==> src/rtl/ifetch_pkg.sv <==
// Shared fetch constants, FSM state and the skid-buffer entry type.
// Used by instr_fetch_unit and ifetch_skid_fifo.
package ifetch_pkg;

  localparam int unsigned ADDR_W     = 32;
  localparam int unsigned INSTR_W    = 16;
  localparam int unsigned MEM_DEPTH  = 256;
  localparam int unsigned FIFO_DEPTH = 2;

  localparam logic [INSTR_W-1:0] HALT_WORD = 16'hFFFF;
  localparam logic [ADDR_W-1:0]  LAST_ADDR = ADDR_W'(MEM_DEPTH - 1);

  typedef enum logic {
    RUN  = 1'b0,
    HALT = 1'b1
  } fetch_state_t;

  typedef struct packed {
    logic [INSTR_W-1:0] inst;
    logic [ADDR_W-1:0]  pc;
  } fetch_entry_t;

endpackage

==> src/rtl/ifetch_skid_fifo.sv <==
// Synchronous FIFO of fetch entries, head visible combinationally from storage; 1-cycle push-to-head.
// No internal backpressure: the caller must never push when full or pop when empty; flush wins.
module ifetch_skid_fifo
  import ifetch_pkg::*;
#(
  parameter  int unsigned DEPTH = FIFO_DEPTH,
  localparam int unsigned PTR_W = (DEPTH > 1) ? $clog2(DEPTH) : 1,
  localparam int unsigned CNT_W = $clog2(DEPTH + 1)
) (
  input  logic             clk,
  input  logic             rst_n,
  input  logic             push,
  input  fetch_entry_t     push_dat,
  input  logic             pop,
  input  logic             flush,
  output logic [CNT_W-1:0] count,
  output fetch_entry_t     head
);

  fetch_entry_t     mem [DEPTH];
  logic [PTR_W-1:0] rd_ptr;
  logic [PTR_W-1:0] wr_ptr;

  always_ff @(posedge clk or negedge rst_n) begin
    if (!rst_n) begin
      rd_ptr <= '0;
      wr_ptr <= '0;
      count  <= '0;
      for (int i = 0; i < int'(DEPTH); i++) mem[i] <= '0;
    end else if (flush) begin
      rd_ptr <= '0;
      wr_ptr <= '0;
      count  <= '0;
    end else begin
      if (push) begin
        mem[wr_ptr] <= push_dat;
        wr_ptr      <= wr_ptr + PTR_W'(1);
      end
      if (pop) rd_ptr <= rd_ptr + PTR_W'(1);
      count <= count + CNT_W'(push) - CNT_W'(pop);
    end
  end

  // Power-of-two depth lets the pointers wrap without a compare.
  assign head = mem[rd_ptr];

endmodule

==> src/rtl/instr_fetch_unit.sv <==
// Instruction fetch: one-cycle memory read, 2-entry skid buffer to decode, halts on HALT_WORD/top of memory.
// i_stall holds the head; issue runs on FIFO credit so no word is lost. IFETCH_PERF_EN adds perf counters.
module instr_fetch_unit
  import ifetch_pkg::*;
(
  input  logic               clk,
  input  logic               rst_n,
  output logic [ADDR_W-1:0]  o_dir,
  input  logic [INSTR_W-1:0] i_inst,
  input  logic               i_stall,
  input  logic               i_branch_valid,
  input  logic [ADDR_W-1:0]  i_branch_target,
  output logic [INSTR_W-1:0] o_inst,
  output logic [ADDR_W-1:0]  o_inst_pc,
  output logic               o_inst_valid,
  output logic               o_halted
`ifdef IFETCH_PERF_EN
  ,
  output logic [15:0]        o_perf_fetched,
  output logic [15:0]        o_perf_flushed
`endif
);

  localparam int unsigned CNT_W = $clog2(FIFO_DEPTH + 1);

  fetch_state_t      state;
  logic [ADDR_W-1:0] pc;
  logic [ADDR_W-1:0] ret_pc;
  logic              inflight;
  logic              kill;

  logic [CNT_W-1:0]  fifo_count;
  fetch_entry_t      head;
  fetch_entry_t      push_dat;
  logic              ret_live;
  logic              ret_halt;
  logic              push;
  logic              pop;
  logic              issue;

  assign ret_live = inflight && !kill;
  assign ret_halt = ret_live && (i_inst == HALT_WORD);
  assign push     = ret_live && !ret_halt && !i_branch_valid;
  assign pop      = o_inst_valid && !i_stall && !i_branch_valid;
  assign push_dat = '{inst: i_inst, pc: ret_pc};

  // Credit counts the word already in flight; a same-cycle pop frees a slot for 1 word/cycle.
  assign issue = (state == RUN) && !ret_halt && (pc <= LAST_ADDR) &&
                 ((int'(fifo_count) + int'(inflight) - int'(pop)) < int'(FIFO_DEPTH));

  always_ff @(posedge clk or negedge rst_n) begin
    if (!rst_n) begin
      state    <= RUN;
      pc       <= '0;
      o_dir    <= '0;
      ret_pc   <= '0;
      inflight <= 1'b0;
      kill     <= 1'b0;
      o_halted <= 1'b0;
    end else if (i_branch_valid) begin
      pc       <= i_branch_target;
      ret_pc   <= o_dir;
      inflight <= issue;
      kill     <= 1'b1;
      if (i_branch_target <= LAST_ADDR) begin
        o_dir    <= i_branch_target;
        state    <= RUN;
        o_halted <= 1'b0;
      end else begin
        state    <= HALT;
        o_halted <= 1'b1;
      end
    end else begin
      kill     <= 1'b0;
      inflight <= issue;
      if (issue) begin
        ret_pc <= pc;
        pc     <= pc + ADDR_W'(1);
        if (pc != LAST_ADDR) o_dir <= pc + ADDR_W'(1);
      end
      if (ret_halt || (push && (ret_pc == LAST_ADDR))) begin
        state    <= HALT;
        o_halted <= 1'b1;
      end
    end
  end

  ifetch_skid_fifo #(.DEPTH(FIFO_DEPTH)) u_skid (
    .clk      (clk),
    .rst_n    (rst_n),
    .push     (push),
    .push_dat (push_dat),
    .pop      (pop),
    .flush    (i_branch_valid),
    .count    (fifo_count),
    .head     (head)
  );

  assign o_inst       = head.inst;
  assign o_inst_pc    = head.pc;
  assign o_inst_valid = (fifo_count != '0);

`ifdef IFETCH_PERF_EN
  logic [CNT_W:0] discard_n;
  logic [16:0]    fetched_sum;
  logic [16:0]    flushed_sum;

  always_comb begin
    discard_n = '0;
    if (i_branch_valid) discard_n = {1'b0, fifo_count};
    if (inflight && (kill || i_branch_valid)) discard_n = discard_n + (CNT_W + 1)'(1);
  end

  assign fetched_sum = {1'b0, o_perf_fetched} + 17'(pop);
  assign flushed_sum = {1'b0, o_perf_flushed} + 17'(discard_n);

  always_ff @(posedge clk or negedge rst_n) begin
    if (!rst_n) begin
      o_perf_fetched <= '0;
      o_perf_flushed <= '0;
    end else begin
      o_perf_fetched <= fetched_sum[16] ? 16'hFFFF : fetched_sum[15:0];
      o_perf_flushed <= flushed_sum[16] ? 16'hFFFF : flushed_sum[15:0];
    end
  end
`endif

endmodule

==> config.mk <==
export PLATFORM = sky130hd
export DESIGN_NAME = instr_fetch_unit
export DESIGN_NICKNAME = d
export VERILOG_FILES = /design/src/rtl/ifetch_pkg.sv /design/src/rtl/ifetch_skid_fifo.sv /design/src/rtl/instr_fetch_unit.sv
export SDC_FILE = /design/constraint.sdc
export NUM_CORES = 1
export LEC_CHECK = 0
export BUFFER_PORTS_ARGS = -buffer_cell sky130_fd_sc_hd__buf_2
export CAP_MARGIN = 40
export CORE_UTILIZATION = 40
export CTS_BUF_LIST = sky130_fd_sc_hd__clkbuf_2
export DETAILED_ROUTE_END_ITERATION = 8
export PLACE_DENSITY_LB_ADDON = 0.25
export SYNTH_ARGS = -nofsm -noshare
export SYNTH_HDL_FRONTEND = slang
export SYNTH_SLANG_ARGS = --single-unit
==> constraint.sdc <==
create_clock -name clk -period 3.7 [get_ports clk]
set_clock_uncertainty 0.05 [all_clocks]
set_input_delay 0.185 -clock clk [delete_from_list [all_inputs] [get_ports clk]]
set_output_delay 0.185 -clock clk [all_outputs]
set_load 0.01 [all_outputs]
==> impl_metrics.toml <==
[synth]
async_flop_share_pct = 100.0
synth_area_leaders = "dfrtp_1 58%, mux2_2 22%, nand2_1 2.8%"
avgSynthCellArea_sq_um = 13.12
synthCells = 653
yosysSeqAreaShare_pct = 58.11
synth_commonest_cells = "199 x dfrtp_1, 170 x mux2_2, 63 x nand2_1, 44 x o21ai_0, 24 x and2_1"
syn_area_sq_um = 8569
synth_top_area_cell = "dfrtp_1"
synth_enable_flop_cells = 0
synthFlopType = "dfrtp_1"
synth_top_area_share_pct = 58.11
synth_nets = 710
ys_ff_latch = 199
synthDistinctLibCells = 47
yosysMostFrequentCell = "dfrtp_1"
synth_warnings = 0

[clock_network]
cts_root_buffer = "clkbuf_2"
cts_resized = 0
cts.sinks = 199
cts_tree = "built"
clk_pin_slew_worst_paths_ns = 0.25
cts_setup_buffers = 0
clkLatencyLatePin_ns = 0.74
clockBufferDepth = 2
cts_buffers = 17
htree_levels = 4

[floorplan]
top_level_ports = 134
die_h_um = 148.4
design.core.area_sq_um = 21020
die_x_um = 148.4
start_util_pct = 40.77
rows = 53
die-area_sq_um = 22010

[pwr]
switchingPower_mw = 0.9433
power.leakage_nw = 5.092
switching_share_pct = 26.06
power.total_mw = 3.620
internal_power_mw = 2.677
vdd_ir_drop_max_uv = 166.8
powerDensity_nw_per_um2 = 353.1
combPwrFrac_pct = 9.6
p_clk_share_pct = 25.9
seqPwrFrac_pct = 64.5

[detailed_routing]
num_vias = 5634
drcViolationCount = 0
routed_via_density = 5.030
totalWireLength_um = 18980
routedWlPerCell_um = 16.94
drtIter0Drc = 183
detail_route.first_pass.iterations = 4
final_antenna_net_count = 0

[timing]
rsz0062_at_grt = "no"
fin_hold_ws_ns = 0.1447
worst_pin_slew_ns = 0.9036
slew_viol_final = 0
finalSetupTns_ns = 0
min_period_over_period_pct = 81.56
relSlewSlack_pct = 39.53
setup_violations = 0
layout_min_cycle_time_ns = 3.018
max_freq_mhz = 331.4
hold_viol_final = 0

[finish]
num-nets-final = 889
fin_area_sq_um = 10250
utilization_pct = 48.78
drive_gt1_share_pct = 42.18
area_growth_pct = 19.65

[global_routing]
grt_max_degree = 93
grt_pass1_wl_um = 30850
grt_pass1_vias = 5917
grt.total_usage_pct = 18.12
gr-total-overflow = 0
antenna_found_initial = 1

[hold_path]
min_path_type = "in2reg"

[critical_path]
end_kind = "flop"
critPathRequiredTime_ns = 4.34
critPathLaunchType = "flop"
critical_path.max_fanout = 36
critPathKind = "reg2reg"
cp.arrival_ns = 3.66

[run]
cap_violations = 0

[placement]
gp_congestion = 0.7613
dp_hpwl_um = 12740
placed_area_sq_um = 9484
port_buffers = 133

[status]
status = "finished clean"
-- cells by family after synthesis --
group	after synthesis	synth area share, %
flip-flops	199	58.11
multiplexers	186	24.53
AND/OR/NAND/NOR	149	9.023
AO/OA/AOI/OAI	61	4.059
buffers and inverters	45	2.643
XOR/XNOR	8	0.8176
adder cells (fa/ha/maj)	5	0.8177
-- per-stage QoR --
step                instances  setup slack, ns
floorplan                 653           0.4666
global placement         1033           0.8145
detailed placement       1033           0.7045
CTS                      1119           0.6429
global route             1120           0.4263
finish                   1120           0.6824
-- routing by layer --
metal | track usage [%] | wire [um] | vias to the layer above
met5 | 0 | 0 | -
met4 | 6.392 | 283 | 0
met3 | 3.006 | 620 | 22
met2 | 30.07 | 9373 | 111
met1 | 23.99 | 8701 | 2845
li1 | - | - | 2656
-- cell usage in the layout, fill, tap and decap left out, types with 7 or more instances in the layout --
| cell type | instances |
|---|---|
| buf_2 | 131 |
| nand4_1 | 8 |
| mux2i_1 | 9 |
| clkbuf_2 | 18 |
| o21ai_0 | 44 |
| dlygate4sd3_1 | 54 |
| mux2_2 | 170 |
| and2_1 | 24 |
| nand2_1 | 63 |
| nor4_1 | 16 |
| nor2_1 | 7 |
| nand3_1 | 7 |
| inv_1 | 7 |
| buf_4 | 9 |
| dfrtp_1 | 198 |
-- power by group through the flow --
stage	sequential, mW	combinational [mW]	clock, mW
2_1_floorplan	2.35	0.158	0
3_3_place_gp	2.37	0.292	0
3_5_place_dp	2.37	0.304	0
4_1_cts	2.34	0.353	0.982
5_1_grt	2.35	0.386	1.07
6_report	2.34	0.346	0.938
-- critical path: stages, from the launching register on --
cell	delay, ns
dfrtp_1	0.47
nor2_1	0.20
nor3_1	0.08
ha_1	0.30
nor2b_1	0.06
fa_1	0.36
nor4_1	0.19
nand3_1	0.11
a211o_1	0.29
buf_4	0.30
or3_1	0.39
a31oi_1	0.16
-- what timing repair did --
action                                 CTS  global route
setup endpoints to repair                0             0
hold buffers                            55             0
endpoints found under the hold margin  256             0
-- flip-flops by register name (all words and copies together), names as in the netlist --
register	flops
kill	1
pc	32
u_skid.wr_ptr	1
u_skid.rd_ptr	1
u_skid.count	2
inflight	1
u_skid.mem	96
ret_pc	32
state	1
o_dir	32
-- final cells by class --
class | instances | area (sq um)
flip-flops and latches | 199 | 4981
repair buffers | 197 | 1325
clock inverters | 13 | 108.9
inverters | 8 | 32.53
clock buffers | 18 | 90.09
diodes | 1 | 2.502
multi-input cells | 409 | 3369
well taps | 275 | 344.1
fillers | 1936 | 10770
-- final timing paths --
kind,start,endpoint,slack (ns),cells after the start
min,i_branch_target[29],pc[29],0.14,3
max,u_skid.count[1],pc[5],0.68,11
max reg2reg,u_skid.count[1],pc[5],0.68,11
max in group asynchronous,rst_n,pc[8],2.68,4
min reg2reg,u_skid.mem[25],u_skid.mem[25],0.48,1
min in group asynchronous,rst_n,u_skid.mem[68],0.47,4
Power figures use the tool's default switching activity.
